$ cat config.mk
export PLATFORM = sky130hd
export DESIGN_NAME = shifter_arbiter
export DESIGN_NICKNAME = d
export VERILOG_FILES = /design/src/rtl/shifter_arbiter.sv
export SDC_FILE = /design/constraint.sdc
export NUM_CORES = 1
export LEC_CHECK = 0
export BUFFER_PORTS_ARGS = -buffer_cell sky130_fd_sc_hd__buf_2
export CAP_MARGIN = 25
export CORE_MARGIN = 2
export CORE_UTILIZATION = 37
export DETAILED_ROUTE_END_ITERATION = 6
export PLACE_DENSITY = 0.75
export SLEW_MARGIN = 10
export SYNTH_ARGS = -nofsm -noshare
export SYNTH_HDL_FRONTEND = slang
export SYNTH_SLANG_ARGS = --single-unit
export TNS_END_PERCENT = 10
$ cat constraint.sdc
create_clock -name clk -period 1 [get_ports clk]
set_input_delay 0.05 -clock clk [delete_from_list [all_inputs] [get_ports clk]]
set_output_delay 0.05 -clock clk [all_outputs]
set_load 0.005 [all_outputs]
$ cat src/rtl/shifter_arbiter.sv
// Two-port arbiter sharing one external shift/rotate unit.
// Grants combinationally, returns registered results with a done pulse.
module shifter_arbiter #(
   parameter int WIDTH      = 16,
   parameter int CNT_W      = 4,
   parameter int FIXED_PRIO = 0
) (
   input  logic             clk,
   input  logic             rst,
   input  logic             a_req,
   input  logic [WIDTH-1:0] a_in,
   input  logic [CNT_W-1:0] a_cnt,
   input  logic [1:0]       a_op,
   output logic             a_gnt,
   output logic             a_done,
   output logic [WIDTH-1:0] a_out,
   input  logic             b_req,
   input  logic [WIDTH-1:0] b_in,
   input  logic [CNT_W-1:0] b_cnt,
   input  logic [1:0]       b_op,
   output logic             b_gnt,
   output logic             b_done,
   output logic [WIDTH-1:0] b_out,
   output logic [WIDTH-1:0] sh_in,
   output logic [CNT_W-1:0] sh_cnt,
   output logic [1:0]       sh_op,
   input  logic [WIDTH-1:0] sh_out
);

   localparam logic SIDE_A = 1'b0;
   localparam logic SIDE_B = 1'b1;
   localparam logic FIXED  = (FIXED_PRIO != 0);

   logic last_winner;
   logic a_win;
   logic b_win;

   // A wins when alone, under fixed priority, or when B won last
   always_comb begin
      a_win = a_req & (~b_req | FIXED | (last_winner == SIDE_B));
      b_win = b_req & ~a_win;
      a_gnt = rst & a_win;
      b_gnt = rst & b_win;
   end

   // Route the winner's operation to the shared unit, zeros when idle
   always_comb begin
      sh_in  = '0;
      sh_cnt = '0;
      sh_op  = '0;
      unique case (1'b1)
         a_gnt: begin
            sh_in  = a_in;
            sh_cnt = a_cnt;
            sh_op  = a_op;
         end
         b_gnt: begin
            sh_in  = b_in;
            sh_cnt = b_cnt;
            sh_op  = b_op;
         end
         default: begin
            sh_in  = '0;
            sh_cnt = '0;
            sh_op  = '0;
         end
      endcase
   end

   // Capture result for the winner, pulse done, track round-robin state
   always_ff @(posedge clk) begin
      if (!rst) begin
         a_out       <= '0;
         b_out       <= '0;
         a_done      <= 1'b0;
         b_done      <= 1'b0;
         last_winner <= SIDE_B;
      end else begin
         a_done <= a_gnt;
         b_done <= b_gnt;
         if (a_gnt) a_out <= sh_out;
         if (b_gnt) b_out <= sh_out;
         if (a_gnt | b_gnt) last_winner <= b_gnt ? SIDE_B : SIDE_A;
      end
   end

endmodule
==> results.ini, run 1 <==
[outcome]
status = finished with violations
violations = negative setup slack

[clocking]
cts_buffer_depth = 2
clock_sinks = 35
cts_buffers = 5
cts_tree = built
ctsHoldBuffers = 0
path_clk_slew_ns = 0.07
insertion_delay_ns = 0.28
htree_levels = 2
clockRootBuffer = clkbuf_8

[timing]
finalSetupViolations = 42
tightest_slew_ns = 0.2088
drv_slew = 0
skew_ns = 0.004161
finalHoldViolCount = 0
setup_ws_ns = -0.3844
rsz0062_at_grt = true
period_minus_slack_ns = 1.384
hold_slack_ns = 0.02401
layout_worst_path_cycle_share = 1.384
slew_headroom = 0.8608
max_freq_mhz = 722.3

[finish]
layout_common_cells = buf_2 (121), nand2_1 (76), dfxtp_1 (34)
multi_input_area_um2 = 978.4
fill_cells = 416
drive_gt1_frac = 0.5150
fin_nets = 397
register_area_um2 = 701.9
area_delta_synth_final_pct = 52.87
final_common_cell = buf_2
n_antenna_cell = 0

[worst_hold_path]
hold_start = sh_out[1]
holdPathStages = 3
holdPathEnd = a_out[1]$_SDFFE_PN0N_
hp-class = in -> reg

[floorplanning]
core_area_um2 = 4444
start_util = 0.3925
io-pin-count = 122
fp.dieW_um = 72.66
dieArea_um2 = 5279
dieHeight_um = 72.66
rows = 24

[worst_setup_path]
regToRegSetupSlack_ns = -0.12
reg2regPathDepth = 5
path_cells = nand2b_4 -> nand2_8 -> clkbuf_16 -> o22ai_2 -> buf_2
crit_path_end_kind = primary output
crit_path_start_kind = register
r2r_end = a_out[7]$_SDFFE_PN0N_
cp_max_fo = 8
required_ns = 0.95
slowest_delay_ns = 0.33
critPathKind = reg -> out
rr_startpoint = last_winner$_SDFFE_PN1P_
critPathArrivalTime_ns = 1.33
crit_slowest_cell = dfxtp_2

[logic_synthesis]
synth_top_family_by_area = simple AND/OR/NAND/NOR gates
ys_ff_latch = 35
synth_cell_type_count = 21
synth.top_cell.area_share = 0.4017
synthCells = 212
seq_area_frac_synth = 0.4017
synth_area_um2 = 1744
synth_area_leaders = dfxtp_1 (40%), nand2_1 (16%), mux2i_1 (9.2%)
synthesis.nets = 276
yosys_warnings = 0
synth-simple-area-share = 0.2396
muxShareOfSynthArea = 0.09182
synth_compound_area_frac = 0.1758
syn_area_per_cell_um2 = 8.227
synth_xor_area_frac = 0
synth-adder-area-share = 0
yosysTopAreaCell = dfxtp_1

[pwr]
power_density_nw_per_um2 = 1307
p_leak_nw = 1.386
switching_share = 0.2680
pwr-share-clk = 0.318
combinationalPowerShare = 0.244
power.internal_w = 0.002551
seqPwrFrac = 0.439
switching_power_w = 0.0009340
peakVddDrop_v = 0.001055

[drt]
vias = 1880
totalWireLength_um = 5031
drtIter0Drc = 54
drt-pass1-iter-count = 4
antenna_left = 0
wl_per_cell_um = 13.03
drc = 0
via_per_inst = 4.870

[placed_design]
place_ws_ns = -0.08768
gp_congestion = 0.7345
port-buffer-count = 121
hpwlAfterDp_um = 3283

[grt]
grt_pass1_vias = 1536
antenna_found_initial = 0
grt_usage = 0.1610
grt_max_degree = 53
grt_pass1_wl_um = 6651
grt-ovfl-total = 0

[flow_run]
cap_violations = 0

## logic make-up after synthesis
| family | Yosys count |
|---|---|
| compound gates | 39 |
| buf+inv | 22 |
| flops | 35 |
| mux | 16 |
| simple gates | 100 |
## routing by layer
metal | part of all wire | GRT usage | up-vias
li1 | - | - | 960
met2 | 0.51 | 0.2828 | 62
met3 | 0.065 | 0.05525 | 10
met4 | 0.017 | 0.06790 | 0
met5 | 0 | 0 | -
met1 | 0.41 | 0.1755 | 848
## metrics by stage
step           setup TNS [ns]  total power (W)  cell area, um^2  instances  utilization
4_1_cts                -8.612         0.003432             2514        381       0.5656
3_3_place_gp          -0.7260         0.002266             2370        372       0.5332
5_1_grt                -11.74         0.003664             2666        386       0.5999
3_5_place_dp           -1.886         0.002288             2370        372       0.5332
6_report               -9.156         0.003485             2666        386       0.5999
2_1_floorplan         -0.1278         0.001969             1744        212            -
## synth_stat cells (all sizes together)
cell type and number:
and3 2, nand2 77, nand3 17, nand2b 1
clkbuf 5, o22ai 22, dfxtp 35, a21bo 1
nor2 2, buf 16, o21ai 16, inv 1
or2b 1, mux2i 16
## critical path: cells and delay by family, from the launching register on
kind	cells	cell delay (ns)
DFF	1	0.33
buffers and inverters	2	0.32
and+or+nand+nor	2	0.23
AOI/OAI and AO/OA	1	0.16
## area by class of cell
type	count	area share
multi-input combinational	155	0.3670
sequential	35	0.2633
timing repair buffer	135	0.3064
inverter	1	0.001408
tap	52	0.02440
clock buffer	8	0.03754
## repair_timing
action,in CTS,in global routing
hold endpoints to repair,0,0
buffers inserted,0,4
pin swaps,1,20
endpoints found under the setup margin,45,52
gates cloned,1,1
gates resized for setup,6,16
## sequential cells by signal, indices dropped and copies added (netlist names)
| name | count |
|---|---|
| last_winner | 1 |
| a_out | 16 |
| b_out | 16 |
| b_done | 1 |
| a_done | 1 |
## power by group through the flow
stage	Combinational [W]	Clock, W	Sequential (W)
2_1_floorplan	0.000403	0	0.00157
3_3_place_gp	0.000710	0	0.00156
3_5_place_dp	0.000730	0	0.00156
4_1_cts	0.000762	0.00114	0.00153
5_1_grt	0.000920	0.00121	0.00154
6_report	0.000849	0.00111	0.00153
## worst max-delay path by stage
stage           endpoint                startpoint  cells after the start
2_1_floorplan  sh_cnt[0]  last_winner$_SDFFE_PN1P_                      5
3_3_place_gp    sh_in[2]  last_winner$_SDFFE_PN1P_                      5
3_5_place_dp   sh_cnt[1]  last_winner$_SDFFE_PN1P_                      5
4_1_cts        sh_cnt[1]  last_winner$_SDFFE_PN1P_                      5
5_1_grt         sh_in[1]  last_winner$_SDFFE_PN1P_                      5
6_report        sh_in[1]  last_winner$_SDFFE_PN1P_                      5
Note: power is estimated with default switching activity, not from simulation.
==> run 2, diff against run 1 <==
- CORE_UTILIZATION: 37 -> 41
- CTS_CLUSTER_SIZE: default -> 14
- PLACE_DENSITY: 0.75 -> 0.79
- clock period: 1 -> 1.5 ns (I/O delays scaled with it)
==> run 2 against run 1 <==
  * The flow now finishes without violations
  * Routed wire length fell by 13%
  * Highest routed layer unchanged
  * Power fell by 38%
  * Largest cell class unchanged
  * Global-route usage up 2.1 points
  * Sequential power shrank 33%
==> results.ini, run 2 (same netlist as run 1, synthesis figures left out) <==
[timing]
finalSetupViolations = 0  ; was 42
hold_slack_ns = 0.05037  ; was 0.02401 ns
setup_tns_ns = 0  ; was -9.156 ns
rsz0062_at_grt = false  ; was true
skew_ns = 0.005178  ; was 0.004161 ns
finalHoldViolCount = 0  ; unchanged
max_freq_mhz = 712.4
slew_headroom = 0.7651  ; was 0.8608
period_minus_slack_ns = 1.404
tightest_slew_ns = 0.3523  ; was 0.2088 ns
layout_worst_path_cycle_share = 0.9358
drv_slew = 0  ; unchanged

[worst_setup_path]
cp_max_fo = 11  ; was 8
startpoint = last_winner$_SDFFE_PN1P_  ; unchanged
regToRegSetupSlack_ns = 0.43  ; was -0.12 ns
critPathKind = reg -> out  ; unchanged
crit_path_end_kind = primary output  ; unchanged
required_ns = 1.42  ; was 0.95 ns
rr_startpoint = last_winner$_SDFFE_PN1P_  ; unchanged
reg2regPathDepth = 4  ; was 5
endpoint = sh_in[4]  ; was sh_in[1]
crit_path_start_kind = register  ; unchanged
critPathArrivalTime_ns = 1.33  ; about the same
r2r_end = a_out[0]$_SDFFE_PN0N_  ; was a_out[7]$_SDFFE_PN0N_

[drt]
via_per_inst = 4.819  ; was 4.870
vias = 1807  ; was 1,880
drt-pass1-iter-count = 4  ; unchanged
antenna_left = 0  ; unchanged
wl_per_cell_um = 11.67  ; was 13.03 um
drc = 0  ; unchanged
drtIter0Drc = 69  ; was 54
totalWireLength_um = 4377  ; was 5031 um

[finish]
drive_gt1_frac = 0.4769  ; was 0.5150
reg_top3 = a_out (16), b_out (16)  ; unchanged
layout_common_cells = buf_2 (121), nand2_1 (76), dfxtp_1 (34)  ; unchanged
final_area_um2 = 2432  ; was 2666 um^2
area_delta_synth_final_pct = 39.45  ; was 52.87%
final_common_cell = buf_2  ; unchanged
fill_cells = 403  ; was 416
n_antenna_cell = 0  ; unchanged
finish.utilization = 0.5994  ; was 0.5999
fin_nets = 389  ; was 397

[floorplanning]
rows = 23  ; was 24
io-pin-count = 122  ; unchanged
fp.dieW_um = 69.23  ; was 72.66 um
core_area_um2 = 4058  ; was 4444 um^2
dieArea_um2 = 4792  ; was 5279 um^2
start_util = 0.4298  ; was 0.3925
dieHeight_um = 69.23  ; was 72.66 um

[placed_design]
dpl_cell_area_um2 = 2327  ; was 2370 um^2
hpwlAfterDp_um = 3201  ; was 3283 um
port-buffer-count = 121  ; unchanged
gp_congestion = 0.7849  ; was 0.7345

[pwr]
peakVddDrop_v = 0.0007005  ; was 0.001055 V
power_density_nw_per_um2 = 888.6  ; was 1307 nW/um^2
p_leak_nw = 1.301  ; was 1.386 nW

[clocking]
clock_sinks = 35  ; unchanged
cts_tree = built  ; unchanged
path_clk_slew_ns = 0.07  ; about the same
htree_levels = 2  ; unchanged
cts_buffer_depth = 2  ; unchanged
cts_buffers = 5  ; unchanged
insertion_delay_ns = 0.28  ; about the same
ctsHoldBuffers = 0  ; unchanged
clockRootBuffer = clkbuf_8  ; unchanged

[grt]
grt_usage = 0.1817  ; was 0.1610
antenna_found_initial = 0  ; unchanged
grt_pass1_vias = 1702  ; was 1,536
grt_pass1_wl_um = 7307  ; was 6651 um
grt-ovfl-total = 0  ; unchanged
grt_max_degree = 97  ; was 53

[outcome]
status = finished clean  ; was finished with violations

[worst_hold_path]
hp-class = in -> reg  ; unchanged

[flow_run]
cap_violations = 0  ; unchanged

==> run 2: cell types whose count changed in the layout (fill, tap and decap cells not counted), sizes merged <==
cell	change
clkbuf	-3
clkinv	+1
buf	-7
==> run 2: worst min path at each step <==
stage,startpoint,end,slack [ns],cells past startpoint
CTS,sh_out[8],b_out[8]$_SDFFE_PN0P_,0.05,3
finish,sh_out[5],b_out[5]$_SDFFE_PN0P_,0.05,3
global placement,sh_out[12],b_out[12]$_SDFFE_PN0P_,0.34,3
floorplan,b_req,last_winner$_SDFFE_PN1P_,0.22,2
global route,sh_out[8],b_out[8]$_SDFFE_PN0P_,0.06,3
detailed placement,sh_out[13],b_out[13]$_SDFFE_PN0P_,0.35,3
==> run 2: per-layer routing <==
layer,wire (um),track usage,share of wire,vias to the layer above
li1,-,-,-,939
met5,0,0,0,-
met1,1843,0.2023,0.42,794
met3,304,0.05233,0.069,6
met2,2188,0.3323,0.50,68
met4,40,0.05447,0.0091,0
==> run 2: area by class of cell <==
| cell class | instances | area (um^2) | area share |
|---|---|---|---|
| Clock buffer | 6 | 82.58 | 0.03395 |
| Tap cell | 50 | 62.56 | 0.02572 |
| Clock inverter | 1 | 5.005 | 0.002058 |
| Sequential cell | 35 | 701.9 | 0.2886 |
| Inverter | 1 | 3.754 | 0.001543 |
| Multi-Input combinational cell | 155 | 897.1 | 0.3688 |
| Timing Repair Buffer | 127 | 679.4 | 0.2793 |
==> run 2: timing repair <==
action	4_1_cts	5_1_grt
buffers inserted	0	0
gates resized for setup	0	4
hold endpoints to repair	0	0
setup endpoints to repair	0	15
==> run 2: critical path, cell delays in order (launching register included) <==
cell and delay (ns):
dfxtp_2 0.34, nand2b_4 0.13, nand2_2 0.07, buf_4 0.20, o22ai_1 0.17, buf_2 0.13
==> run 2: power by group <==
| part | internal [W] | switching, W | leakage (nW) |
|---|---|---|---|
| registers | 0.000990 | 0.0000270 | 0.288 |
| logic | 0.000234 | 0.000237 | 0.966 |
| clock network | 0.000360 | 0.000313 | 0.0470 |
| total | 0.00158 | 0.000577 | 1.30 |
==> run 2: stage by stage <==
stage,power (W),std cells,setup slack [ns]
floorplan,0.001313,212,0.4623
global placement,0.001497,368,0.4164
detailed placement,0.001507,368,0.3543
CTS,0.002189,375,0.02343
global route,0.002291,375,0.009039
finish,0.002161,375,0.09634
